### src/rtl/matmul_seq_controller.sv
// -----------------------------------------------------------------------------
// matmul_seq_controller
//
// Sequencer for an N x N matrix-multiply datapath.
// A run has these phases:
//   1. Load A and then B from a shared source memory into two local buffers.
//   2. Step the accumulator through N^3 multiply-accumulate cycles.
//   3. Write each finished element to the result buffer.
//   4. Stream the N^2 results out under a valid/ready handshake.
// In mode 1 the B operand is read transposed (C = A * B^T).
//
// Ports:
//   clk        rising-edge clock
//   rst        asynchronous, active-low reset
//   start      run request, sampled only while idle
//   mode       0: C = A*B, 1: C = A*B^T (latched with start)
//   mem_addr   source-memory read address (data valid in the same cycle)
//   m1_write   A buffer write strobe
//   m2_write   B buffer write strobe
//   m_idx      A/B buffer write index
//   a_idx      A buffer read index
//   b_idx      B buffer read index
//   res_rst    synchronous accumulator clear
//   res_ld     accumulate enable
//   fm_write   result buffer write strobe
//   fm_idx     result buffer write index
//   out_valid  streamed element valid
//   out_ready  downstream accepts the element
//   out_idx    result buffer read index of the streamed element
//   busy       high in every state except IDLE
//   done       one-cycle completion pulse
//
// All outputs are decoded purely from registered state and counters.
// -----------------------------------------------------------------------------
module matmul_seq_controller #(
    parameter int N  = 3,
    parameter int AW = $clog2(2*N*N),
    parameter int IW = $clog2(N*N)
) (
    input  logic          clk,
    input  logic          rst,
    input  logic          start,
    input  logic          mode,
    output logic [AW-1:0] mem_addr,
    output logic          m1_write,
    output logic          m2_write,
    output logic [IW-1:0] m_idx,
    output logic [IW-1:0] a_idx,
    output logic [IW-1:0] b_idx,
    output logic          res_rst,
    output logic          res_ld,
    output logic          fm_write,
    output logic [IW-1:0] fm_idx,
    output logic          out_valid,
    input  logic          out_ready,
    output logic [IW-1:0] out_idx,
    output logic          busy,
    output logic          done
);

    typedef enum logic [2:0] {
        S_IDLE,
        S_CLEAR,
        S_LOAD_A,
        S_LOAD_B,
        S_MAC,
        S_STORE,
        S_OUT,
        S_DONE
    } state_t;

    localparam logic [IW-1:0] NN_LAST = IW'(N*N - 1);
    localparam logic [IW-1:0] N_LAST  = IW'(N - 1);
    localparam logic [IW-1:0] N_IW    = IW'(N);
    localparam logic [AW-1:0] B_BASE  = AW'(N*N);

    state_t        state_q;
    logic [IW-1:0] k_q;
    logic [IW-1:0] r_q;
    logic [IW-1:0] c_q;
    logic [IW-1:0] i_q;
    logic          mode_q;

    // State and counters.
    always_ff @(posedge clk or negedge rst) begin
        if (!rst) begin
            state_q <= S_IDLE;
            k_q     <= '0;
            r_q     <= '0;
            c_q     <= '0;
            i_q     <= '0;
            mode_q  <= 1'b0;
        end else begin
            case (state_q)
                S_IDLE: begin
                    if (start) begin
                        mode_q  <= mode;
                        k_q     <= '0;
                        r_q     <= '0;
                        c_q     <= '0;
                        i_q     <= '0;
                        state_q <= S_CLEAR;
                    end
                end
                S_CLEAR: begin
                    state_q <= S_LOAD_A;
                end
                S_LOAD_A: begin
                    if (k_q == NN_LAST) begin
                        k_q     <= '0;
                        state_q <= S_LOAD_B;
                    end else begin
                        k_q <= k_q + 1'b1;
                    end
                end
                S_LOAD_B: begin
                    if (k_q == NN_LAST) begin
                        k_q     <= '0;
                        state_q <= S_MAC;
                    end else begin
                        k_q <= k_q + 1'b1;
                    end
                end
                S_MAC: begin
                    if (i_q == N_LAST) begin
                        i_q     <= '0;
                        state_q <= S_STORE;
                    end else begin
                        i_q <= i_q + 1'b1;
                    end
                end
                S_STORE: begin
                    // Walk the result matrix row-major: column first, then row.
                    if (c_q != N_LAST) begin
                        c_q     <= c_q + 1'b1;
                        state_q <= S_MAC;
                    end else if (r_q != N_LAST) begin
                        r_q     <= r_q + 1'b1;
                        c_q     <= '0;
                        state_q <= S_MAC;
                    end else begin
                        k_q     <= '0;
                        state_q <= S_OUT;
                    end
                end
                S_OUT: begin
                    // The stream index only moves on an accepted transfer.
                    if (out_ready) begin
                        if (k_q == NN_LAST) begin
                            k_q     <= '0;
                            state_q <= S_DONE;
                        end else begin
                            k_q <= k_q + 1'b1;
                        end
                    end
                end
                S_DONE: begin
                    state_q <= S_IDLE;
                end
                default: begin
                    state_q <= S_IDLE;
                end
            endcase
        end
    end

    // Output decode from registered state only.
    always_comb begin
        mem_addr  = '0;
        m1_write  = 1'b0;
        m2_write  = 1'b0;
        m_idx     = '0;
        a_idx     = '0;
        b_idx     = '0;
        res_rst   = 1'b0;
        res_ld    = 1'b0;
        fm_write  = 1'b0;
        fm_idx    = '0;
        out_valid = 1'b0;
        out_idx   = '0;
        busy      = (state_q != S_IDLE);
        done      = 1'b0;
        case (state_q)
            S_CLEAR: begin
                res_rst = 1'b1;
            end
            S_LOAD_A: begin
                mem_addr = AW'(k_q);
                m_idx    = k_q;
                m1_write = 1'b1;
            end
            S_LOAD_B: begin
                mem_addr = B_BASE + AW'(k_q);
                m_idx    = k_q;
                m2_write = 1'b1;
            end
            S_MAC: begin
                res_ld = 1'b1;
                a_idx  = r_q * N_IW + i_q;
                b_idx  = mode_q ? (c_q * N_IW + i_q) : (i_q * N_IW + c_q);
            end
            S_STORE: begin
                // Result buffer samples the pre-edge accumulator while it clears.
                fm_write = 1'b1;
                fm_idx   = r_q * N_IW + c_q;
                res_rst  = 1'b1;
            end
            S_OUT: begin
                out_valid = 1'b1;
                out_idx   = k_q;
            end
            S_DONE: begin
                done = 1'b1;
            end
            default: begin
            end
        endcase
    end

endmodule

### config.mk
export PLATFORM = sky130hd
export DESIGN_NAME = matmul_seq_controller
export DESIGN_NICKNAME = d
export VERILOG_FILES = /design/src/rtl/matmul_seq_controller.sv
export SDC_FILE = /design/constraint.sdc
export NUM_CORES = 1
export LEC_CHECK = 0
export ABC_AREA = 1
export BUFFER_PORTS_ARGS = -buffer_cell sky130_fd_sc_hd__buf_2
export CAP_MARGIN = 15
export CORE_ASPECT_RATIO = 1.75
export CORE_UTILIZATION = 41
export CTS_BUF_LIST = sky130_fd_sc_hd__clkbuf_16
export DETAILED_ROUTE_END_ITERATION = 7
export SYNTH_ARGS = -nofsm -noshare
export SYNTH_HDL_FRONTEND = slang
export SYNTH_SLANG_ARGS = --single-unit
### constraint.sdc
create_clock -name clk -period 3.2 [get_ports clk]
set_input_delay 0.32 -clock clk [delete_from_list [all_inputs] [get_ports clk]]
set_output_delay 0.32 -clock clk [all_outputs]
set_load 0.05 [all_outputs]
# --- After elaboration in Yosys (flattened, before gate mapping) ---
# Cells that the tools add are included.
totals:
  output_inout_bits: 33
  regBits: 20
  inputBits: 5
op_classes:
  n_reduce_logical: 13
  n_addsub: 9
  eq_ne: 21
  multipliers: 3
  n_mux: 37
ops:
  columns: ["cell", "n"]
  rows:
  - ["$mux 4", 16]
  - ["$pmux 3 s8", 1]
  - ["$pmux 4 s2", 3]
  - ["$mux 3", 6]
  - ["$ne 2x2->1 const B", 9]
  - ["$add 4x1->4 const B", 4]
  - ["$add 4x4->4", 4]
  - ["$pmux 4 s4", 1]
  - ["$eq 3x3->1 const B", 4]
  - ["$mul 4x2->4 const B", 3]
  - ["$pmux 5 s2", 1]
  - ["$ne 4x2->1 const B", 2]
  - ["$mux 1", 7]
  - ["$eq 3x2->1 const B", 2]
  - ["$reduce_and 6->1", 1]
  - ["$add 4x4->5 const A", 1]
  - ["$reduce_and 5->1", 1]
  - ["$eq 4x2->1 const B", 1]
  - ["$eq 4x4->1 const B", 1]
  - ["$mux 2", 2]
  - ["$reduce_and 2->1", 2]
  - ["$reduce_and 4->1", 1]
  - ["$reduce_bool 2->1", 2]
  - ["$reduce_bool 4->1", 1]
  - ["6 further kinds", 7]

# --- Depth between registers and ports, before layout ---
# Gate-level depths: netlist of the first run.
depth:
  depth_word: 4
  mapped_depth: 12

# --- Least setup slack after synthesis of the first run ---
# No wires, ideal clock.
synth_timing:
  path_type: "reg-to-output"
  start: "register c_q[1]"
  end: "output port b_idx[3]"
  path_stages_with_launch: 12
  setup_slack_ns: 0.252
  required_ns: 2.880
  arrival_ns: 2.628
  path_buffers: 0
  path_cell_list: "dfrtp_1 -> fa_1 -> ha_1 -> inv_1 -> fa_1 -> nand2_1 -> inv_1 -> nor2_1 -> nand2_1 -> nand3_1 -> nand2_1 -> nor2_1"
synth_via:
  elab_chain_cells: 4
  elab_cells_between_ends: 5
  cone_classes: "add/sub (2); mul (1); mux (2)"
synth_rtl:
  columns: ["item", "line_no", "source"]
  rows:
  - ["from (decl)", "80", "logic [IW-1:0] c_q;"]
  - ["from (signal assigned)", "135", "c_q <= c_q + 1'b1;"]
  - ["$mul 4x2->4", "200", "b_idx = mode_q ? (c_q * N_IW + i_q) : (i_q * N_IW + c_q);"]
  - ["$add 4x4->4", "200", null]
  - ["$mux 4 *", "200", null]
  - ["$mux 4 *", "183", "case (state_q)"]
  - ["to (decl)", "49", "output logic [IW-1:0] b_idx,"]
# Mark *: on every way between the ends. The rest lies on a longest branch, timed or not.

# --- Final worst setup path of the first run ---
# Ends and elaborated chain as after synthesis.

==> summary.md, run 1 <==
| Metric | Value |
|---|---|
| Status | completed |
| CP max stage cell | fa_1 |
| Number of max-cap violations | 0 |
| Initial antenna violation count | 0 |
| Endpoint class of the critical path | primary output |
| Total number of yosys warnings | 0 |
| Fmax | 341 MHz |
| Clk buf depth | 2 |
| # IOs | 38 |
| Hold Fails Final Rpt | 0 |
| Fin area | 2360 um^2 |
| Reg-to-reg startpoint | c_q[3] |
| # hold bufs at CTS | 0 |
| Compound-Gate Fraction of Synth Area | 0.0612 |
| Iteration-0 DRC Markers | 43 |
| Largest family of logic cells by synthesized area | simple AND/OR/NAND/NOR gates |
| Gr ovfl total | 0 |
| Mapped cell area | 2040 um^2 |
| Detailed-route via count | 1852 |
| Crit path cell chain | fa_1, ha_1, inv_1, fa_1, nand2_1, inv_1, nor2_1, nand2_1, nand3_1, nand2_1, nor2_1, buf_2 |
| DIE WIDTH | 55.4 um |
| Row count | 33 |
| CTS resizes | 0 |
| Sequential area share after synthesis | 0.245 |
| Post-synthesis mux area share | 0 |
| Clk Tree Root Cell | clkbuf_16 |
| Adder-Cell Fraction of Synth Area | 0.229 |
| Wire per inst | 12.9 um |
| Largest fanout on the critical path | 8 |
| FF-to-FF setup slack | 1580 ps |
| Area of placed instances | 2290 um^2 |
| CP Buf/Inv Count | 3 |
| Top cell by count, worst path | nand2_1 |
| Synth Register Bits | 20 |
| First-pass GRT wire length | 8.33 mm |
| Netlist cell types | 27 |
| Die H | 95.4 um |
| Routability cong. | 0.779 |
| CTS buffer count | 3 |
| XOR/XNOR Fraction of Synth Area | 0.0600 |
| Layout cells sized above 1 | 0.192 |
| Tmin final | 2940 ps |
| Post-synthesis cell count | 284 |
| Post-Synth Simple-Gate Area | 0.319 |
| Number of port buffers | 37 |
| First-pass detailed-route iteration total | 3 |
| Crit path DAT | 2620 ps |
| Hold crit path type | in2async |
| CP Launch Point | c_q[1] |
| Reg2Reg Depth | 8 |
| Post-route clock period utilization | 0.918 |
| H-tree levels | 1 |
| Vias in the first global route | 1832 |
| Worst endpoint required time | 2880 ps |
| Hpwl dp | 4.04 mm |
| Final setup vio count | 0 |
| TNS Setup | 0 ps |
| Max stage delay on crit path | 560 ps |
| Nets | 362 |
| Largest net degree at the start of global routing | 21 |
| CTS tree | built |
| Setup crit start kind | flip-flop |
| Drt drc | 0 |
| Area share of the largest cell type after synthesis | 0.245 |
| Syn_area_per_cell | 7.19 um^2 |
| Setup bufs post-CTS | 0 |
| WL final | 4.85 mm |
| Die ar. | 5280 um^2 |
| Crit path kind | reg2out |
| Drt via density | 4.94 |
| Power Dens Cells | 227 nW/um^2 |
| Clock Sinks | 20 |
| CP top delay family | adder cells |
| VDD IR max | 0.287 mV |
| Power, Total | 0.000536 W |
| Syn-to-layout area delta | 15.6% |
| Syn_nets | 321 |
| Antenna fix cells | 0 |
| Leak | 1.25 nW |
| GR Util All Layers | 0.203 |
| DRT antenna net count | 0 |
| Reg-to-reg endpoint | k_q[0] |
| Clk_skew | 2.09 ps |
| Worst-Skew Late Latency | 250 ps |
| Final Max Tran Viols | 0 |
| Minimum hold slack | 19.4 ps |
| Slew @ Worst Pin | 474 ps |
| Worst-path clk slew | 60 ps |
| RSZ-0062 raised after global routing | false |
| Ranking of synthesized cells by area | dfrtp_1, ha_1, nand2_1 |
| Initial Util | 0.430 |
| Slew HR | 0.684 |
| Post-synth top area cell | dfrtp_1 |
| Floorplan core area | 4750 um^2 |
-- cells in the final DEF, fill, tap and decap left out, types with 2 or more instances in the layout --
master	synthesis	layout
nand2_1	69	69
nor2_1	47	47
inv_1	38	38
buf_2	0	37
ha_1	23	23
nand3_1	20	20
dfrtp_1	20	19
xor2_1	9	9
fa_1	9	9
o22ai_1	6	6
inv_2	5	5
nor2_2	5	5
xnor2_1	5	5
nand2_2	4	4
o21ai_0	4	4
a21oi_1	4	4
o21ai_1	3	3
clkbuf_16	0	3
nand3_2	2	2
nand4_1	2	2
-- cells in the mapped netlist --
cell type and instances:
buf_4 1, nor2_2 5, nand2_1 69, nand2_4 1
xnor2_1 5, ha_1 23, o211ai_1 1, o21bai_1 1
nand3_2 2, o21ai_0 4, a21oi_2 1, inv_1 38
a21oi_1 4, o21ai_2 1, dfrtp_1 20, nor2_4 1
inv_2 5, o22ai_1 6, nand3_1 20, inv_4 1
nor2_1 47, nor3_1 1, nand2_2 4, xor2_1 9
nand4_1 2, fa_1 9, o21ai_1 3
-- flip-flops by register name (all words and copies together), names as in the netlist --
| name | flops |
|---|---|
| c_q | 4 |
| i_q | 4 |
| k_q | 4 |
| mode_q | 1 |
| r_q | 4 |
| state_q | 3 |
-- layout make-up --
class / count / area [um^2]
Multi-Input combinational cell: 219 / 1370
Timing Repair Buffer: 37 / 185
Sequential cell: 20 / 502
Fill cell: 504 / 2390
Tap cell: 52 / 65.1
Clock buffer: 3 / 75.1
Inverter: 44 / 168
-- per-stage QoR --
stage	setup slack, ps	util	cells
2_1_floorplan	252	-	284
3_3_place_gp	518	0.481	372
3_5_place_dp	462	0.481	372
4_1_cts	188	0.497	375
5_1_grt	65.1	0.497	375
6_report	264	0.497	375
-- cells by family (layout without fill, tap and decap cells) --
group,after synthesis,count (layout)
AO/OA/AOI/OAI,21,21
XOR/XNOR,14,14
adder cells (fa/ha/maj),32,32
buffers and inverters,45,84
flip-flops,20,20
AND/OR/NAND/NOR,152,152
-- per-layer routing --
layer,up-vias,GRT usage,part of all wire
met4,0,0.100,0.039
met5,-,0,0
li1,961,-,-
met3,12,0.0136,0.017
met2,33,0.421,0.56
met1,846,0.196,0.39
-- worst max-delay path by stage --
stage | cells after the start | endpoint | slack (ps)
global placement | 12 | b_idx[3] | 520
CTS | 12 | b_idx[3] | 190
global route | 12 | b_idx[3] | 70
detailed placement | 12 | b_idx[3] | 460
floorplan | 11 | b_idx[3] | 250
finish | 12 | b_idx[3] | 260
-- power breakdown --
part	total [W]	leakage, nW	switching, W	internal, W
sequential	0.000255	0.260	0.00000101	0.000254
clock	0.000256	0.0370	0.0000911	0.000165
combinational	0.0000249	0.957	0.0000190	0.00000581
Power figures use the tool's default switching activity.
==> inputs of run 2 (changes only) <==
==> constraint.sdc (replaced) <==
create_clock -name clk -period 3.7 [get_ports clk]
set_input_delay 0.37 -clock clk [delete_from_list [all_inputs] [get_ports clk]]
set_output_delay 0.37 -clock clk [all_outputs]
set_load 0.05 [all_outputs]
==> run 2 against run 1 <==
Compared with the run above:
- cell count did not move
- routed wire length is essentially flat
- critical path depth stayed put
- clock power is 14% lower
- first-iteration DRC count unchanged
- non-clock buffer count unchanged
- highest routed layer unchanged
- cell area hardly changed
- sequential share of layout area is essentially flat
- critical endpoint unchanged
- largest cell class unchanged
- count of clock-buffer cells in the layout unchanged
- clock skew about the same
- sequential power fell by 14%
- die area is the same
==> summary.md, run 2 (same netlist as run 1, synthesis figures left out) <==
| Metric | Value |
|---|---|
| Int Pwr | 0.000367 W |
| Combinational share of power | 0.046 |
| Routability cong. | 0.779 |
| Row count | 33 |
| H-tree levels | 1 |
| Fmax | 329 MHz |
| Final setup vio count | 0 |
| Die ar. | 5280 um^2 |
| Number of port buffers | 37 |
| Reg-to-reg startpoint | c_q[1] |
| Endpoint class of the critical path | primary output |
| Detailed-route via count | 1852 |
| Hpwl dp | 4.04 mm |
| Syn-to-layout area delta | 15.6% |
| Setup bufs post-CTS | 0 |
| Setup crit start kind | flip-flop |
| Nets | 362 |
| Worst endpoint required time | 3330 ps |
| Post-route clock period utilization | 0.821 |
| Final Max Tran Viols | 0 |
| Status | completed |
| Clk_skew | 2.09 ps |
| Tmin final | 3040 ps |
| Hold crit path type | in2async |
| Largest fanout on the critical path | 8 |
| Drt via density | 4.94 |
| Hold Fails Final Rpt | 0 |
| # IOs | 38 |
| Clock Sinks | 20 |
| Commonest non-fill, non-tap cell in the layout | nand2_1 |
| Wire per inst | 12.9 um |
| Sequential fraction of design power | 0.476 |
| RSZ-0062 raised after global routing | false |
| Crit path kind | reg2out |
| Slew @ Worst Pin | 474 ps |
| GR Util All Layers | 0.203 |
| Reg-to-reg endpoint | k_q[0] |
| Worst-Skew Late Latency | 250 ps |
| DRT antenna net count | 0 |
| Crit path DAT | 2670 ps |
| Worst-path clk slew | 60 ps |
| Clock share of power | 0.478 |
| Power Dens Cells | 196 nW/um^2 |
| Final Util | 0.497 |
| Die H | 95.4 um |
| DIE WIDTH | 55.4 um |
| Antenna fix cells | 0 |
| Most frequent cells in the layout | nand2_1, nor2_1, inv_1, buf_2, ha_1 |
| CTS resizes | 0 |
| Switching Share | 0.208 |
| First-pass detailed-route iteration total | 3 |
| Fillers | 505 |
| Gr ovfl total | 0 |
| Largest net degree at the start of global routing | 21 |
| Iteration-0 DRC Markers | 43 |
| Drt drc | 0 |
| Minimum hold slack | 69.4 ps |
| Initial antenna violation count | 0 |
| TNS Setup | 0 ps |
| WL final | 4.85 mm |
| Clk buf depth | 2 |
| Leak | 1.26 nW |
| Slew HR | 0.684 |
| Placed instance count | 372 |
| Number of max-cap violations | 0 |
| Net Switching | 0.0000961 W |
| VDD IR max | 0.248 mV |
| Vias in the first global route | 1832 |
| # hold bufs at CTS | 0 |
| CTS buffer count | 3 |
| FF-to-FF setup slack | 2050 ps |
| Initial Util | 0.430 |
| Floorplan core area | 4750 um^2 |
| First-pass GRT wire length | 8.33 mm |
| Filler-free cell count of the finished design | 375 |
| Clk Tree Root Cell | clkbuf_16 |
| Layout cells sized above 1 | 0.189 |
| Reg2Reg Depth | 7 |
| CTS tree | built |
-- run 2: worst max-delay path by stage --
stage,from,endpoint,cells past startpoint
floorplan,c_q[1],b_idx[3],11
global placement,c_q[1],b_idx[3],12
detailed placement,c_q[1],b_idx[3],12
CTS,c_q[1],b_idx[3],12
global route,c_q[1],b_idx[3],12
finish,c_q[1],b_idx[3],12
-- run 2: stage by stage --
stage                     instance area (um^2)  setup WS, ps  power, W
final                                     2360           662  0.000463
after CTS                                 2360           638  0.000468
after floorplan                           2040           702  0.000236
after detailed placement                  2290           912  0.000246
after global placement                    2290           968  0.000246
after global routing                      2360           441  0.000479
-- run 2: worst max-delay path, cell delays in order, from the launching register on --
cell and delay, ps:
dfrtp_1 510, fa_1 590, ha_1 150, inv_1 50, fa_1 370, nand2_1 80, inv_1 40, nor2_1 110
nand2_1 70, nand3_1 70, nand2_1 50, nor2_1 80, buf_2 260
-- run 2: cell type report --
type	count	area [um^2]	share of cell area
clock buffer	3	75.1	0.0318
inverter	44	168	0.0710
multi-input combinational	219	1370	0.579
sequential	20	500	0.212
tap	52	65.1	0.0276
timing repair buffer	37	185	0.0784
-- run 2: routing by layer --
metal / track usage / wire length [um] / share of wire
met2: 0.421 / 2700 / 0.56
met1: 0.196 / 1880 / 0.39
met4: 0.100 / 188 / 0.039
met3: 0.0136 / 82 / 0.017
met5: 0 / 0 / 0
-- run 2: power groups by stage --
stage          Sequential (W)  Clock (W)  Combinational (W)
6_report             0.000220   0.000221          0.0000215
5_1_grt              0.000220   0.000234          0.0000245
4_1_cts              0.000220   0.000226          0.0000222
3_5_place_dp         0.000224          0          0.0000221
3_3_place_gp         0.000224          0          0.0000219
2_1_floorplan        0.000224          0          0.0000125
==> inputs of run 3 (changes only) <==
==> constraint.sdc (replaced) <==
create_clock -name clk -period 2.8 [get_ports clk]
set_input_delay 0.28 -clock clk [delete_from_list [all_inputs] [get_ports clk]]
set_output_delay 0.28 -clock clk [all_outputs]
set_load 0.05 [all_outputs]
==> run 3 against run 2 <==
Compared with the run above:
- the run now ends with hold timing left
- clock power increased by 37%
- sequential cell count is the same
- cell area grew 4.6%
- clock skew down 0.50 ps
- critical endpoint is now a_idx[3]
- highest routed layer unchanged
==> summary.md, run 3 (same netlist as run 1, synthesis figures left out) <==
| Metric | Value |
|---|---|
| Worst endpoint required time | 2520 ps |
| Power Dens Cells | 253 nW/um^2 |
| Vias in the first global route | 1839 |
| Clk_skew | 1.58 ps |
| Most frequent cells in the layout | nand2_1, nor2_1, inv_1, buf_2, ha_1 |
| Slew HR | 0.674 |
| GR Util All Layers | 0.202 |
| Antenna fix cells | 0 |
| CP Launch Point | r_q[1] |
| Area of placed instances | 2320 um^2 |
| Clk Tree Root Cell | clkbuf_16 |
| Nets | 369 |
| DRT antenna net count | 0 |
| Hold Fails Final Rpt | 20 |
| Minimum hold slack | -19.3 ps |
| Crit path DAT | 2440 ps |
| Leak | 1.30 nW |
| RSZ-0062 raised after global routing | true |
| Largest fanout on the critical path | 5 |
| CTS buffer count | 3 |
| Max stage delay on crit path | 510 ps |
| DIE WIDTH | 55.4 um |
| VDD IR max | 0.323 mV |
| First-pass GRT wire length | 8.27 mm |
| Row count | 33 |
| Number of port buffers | 37 |
| Tmin final | 2720 ps |
| Initial antenna violation count | 0 |
| First-pass detailed-route iteration total | 5 |
| Worst-path clk slew | 60 ps |
| Detailed-route via count | 1888 |
| Number of max-cap violations | 0 |
| Hpwl dp | 4.09 mm |
| Final setup vio count | 0 |
| Layout cells sized above 1 | 0.233 |
| Drt via density | 4.93 |
| Worst-Skew Late Latency | 250 ps |
| Gr ovfl total | 0 |
| # IOs | 38 |
| Hold crit path type | in2async |
| CP max stage cell | fa_1 |
| WL final | 4.93 mm |
| # hold bufs at CTS | 0 |
| TNS Setup | 0 ps |
| Drt drc | 0 |
| Reg-to-reg startpoint | c_q[2] |
| Violated checks | hold timing |
| Crit path kind | reg2out |
| Final Util | 0.520 |
| CP Buf/Inv Count | 1 |
| Initial Util | 0.430 |
| Post-route clock period utilization | 0.972 |
| Area of the multi-input gates | 1400 um^2 |
| Routability cong. | 0.806 |
| Fillers | 491 |
| CP top delay family | adder cells |
| CTS tree | built |
| Crit path cell chain | ha_1, fa_1, ha_1, a21oi_1, nand2_1, nand3_1, nand2_1, nor2_1, buf_6 |
| Iteration-0 DRC Markers | 42 |
| H-tree levels | 1 |
| Die H | 95.4 um |
| Largest net degree at the start of global routing | 21 |
| Commonest non-fill, non-tap cell in the layout | nand2_1 |
| Clock Sinks | 20 |
| Fin area | 2470 um^2 |
| Status | finished, violations left |
| Die ar. | 5280 um^2 |
| Floorplan core area | 4750 um^2 |
| FF-to-FF setup slack | 1110 ps |
| Slew @ Worst Pin | 489 ps |
| Storage cell area | 504 um^2 |
| Wire per inst | 12.9 um |
| Endpoint class of the critical path | primary output |
| Final Max Tran Viols | 0 |
| Clk buf depth | 2 |
| Setup crit start kind | flip-flop |
| Syn-to-layout area delta | 20.9% |
| Fmax | 367 MHz |
run 3: changes by cell type in the layout (fill, tap and decap cells not counted), moves of 3 or more:
cell	before	now
buf_4	0	7
buf_2	37	34
dfrtp_2	0	3
buf_6	0	3
dfrtp_1	20	17
run 3: layer usage:
| layer | vias up | wire length [um] | track usage |
|---|---|---|---|
| met3 | 6 | 63 | 0.0136 |
| met4 | 0 | 99 | 0.0688 |
| met5 | - | 0 | 0 |
| li1 | 977 | - | - |
| met2 | 24 | 2900 | 0.443 |
| met1 | 881 | 1870 | 0.188 |
run 3: path summary, 6_finish.rpt:
path,end,cells after the start
min,state_q[0],1
max,a_idx[3],9
max in group asynchronous,r_q[1],1
max reg2reg,k_q[2],8
min in group clk,mode_q,3
min reg2reg,r_q[3],2
run 3: final cells by class:
class / instances / area share
well taps: 52 / 0.0263
inverters: 44 / 0.0679
repair buffers: 44 / 0.104
multi-input cells: 219 / 0.566
clock inverters: 1 / 0.00152
clock buffers: 3 / 0.0304
flip-flops and latches: 20 / 0.204
run 3: metrics by stage:
stage / total power [W] / hold slack (ps) / cells / setup slack (ps)
finish: 0.000624 / -19.3 / 383 / 77.3
CTS: 0.000634 / 7.99 / 383 / 4.44
floorplan: 0.000313 / -15.6 / 284 / 57.1
global route: 0.000645 / 19.0 / 383 / -57.8
global placement: 0.000326 / 270 / 376 / 220
detailed placement: 0.000326 / 272 / 376 / 152
run 3: repair_timing:
item                       CTS  global route
setup buffers                3             0
setup endpoints to repair    1             3
gates resized for setup      4            12
pin swaps                    0             2
run 3: power by group:
group	internal [W]	switching, W	leakage [nW]
registers	0.000290	0.00000109	0.258
logic	0.00000797	0.0000227	1.00
clock network	0.000191	0.000112	0.0385
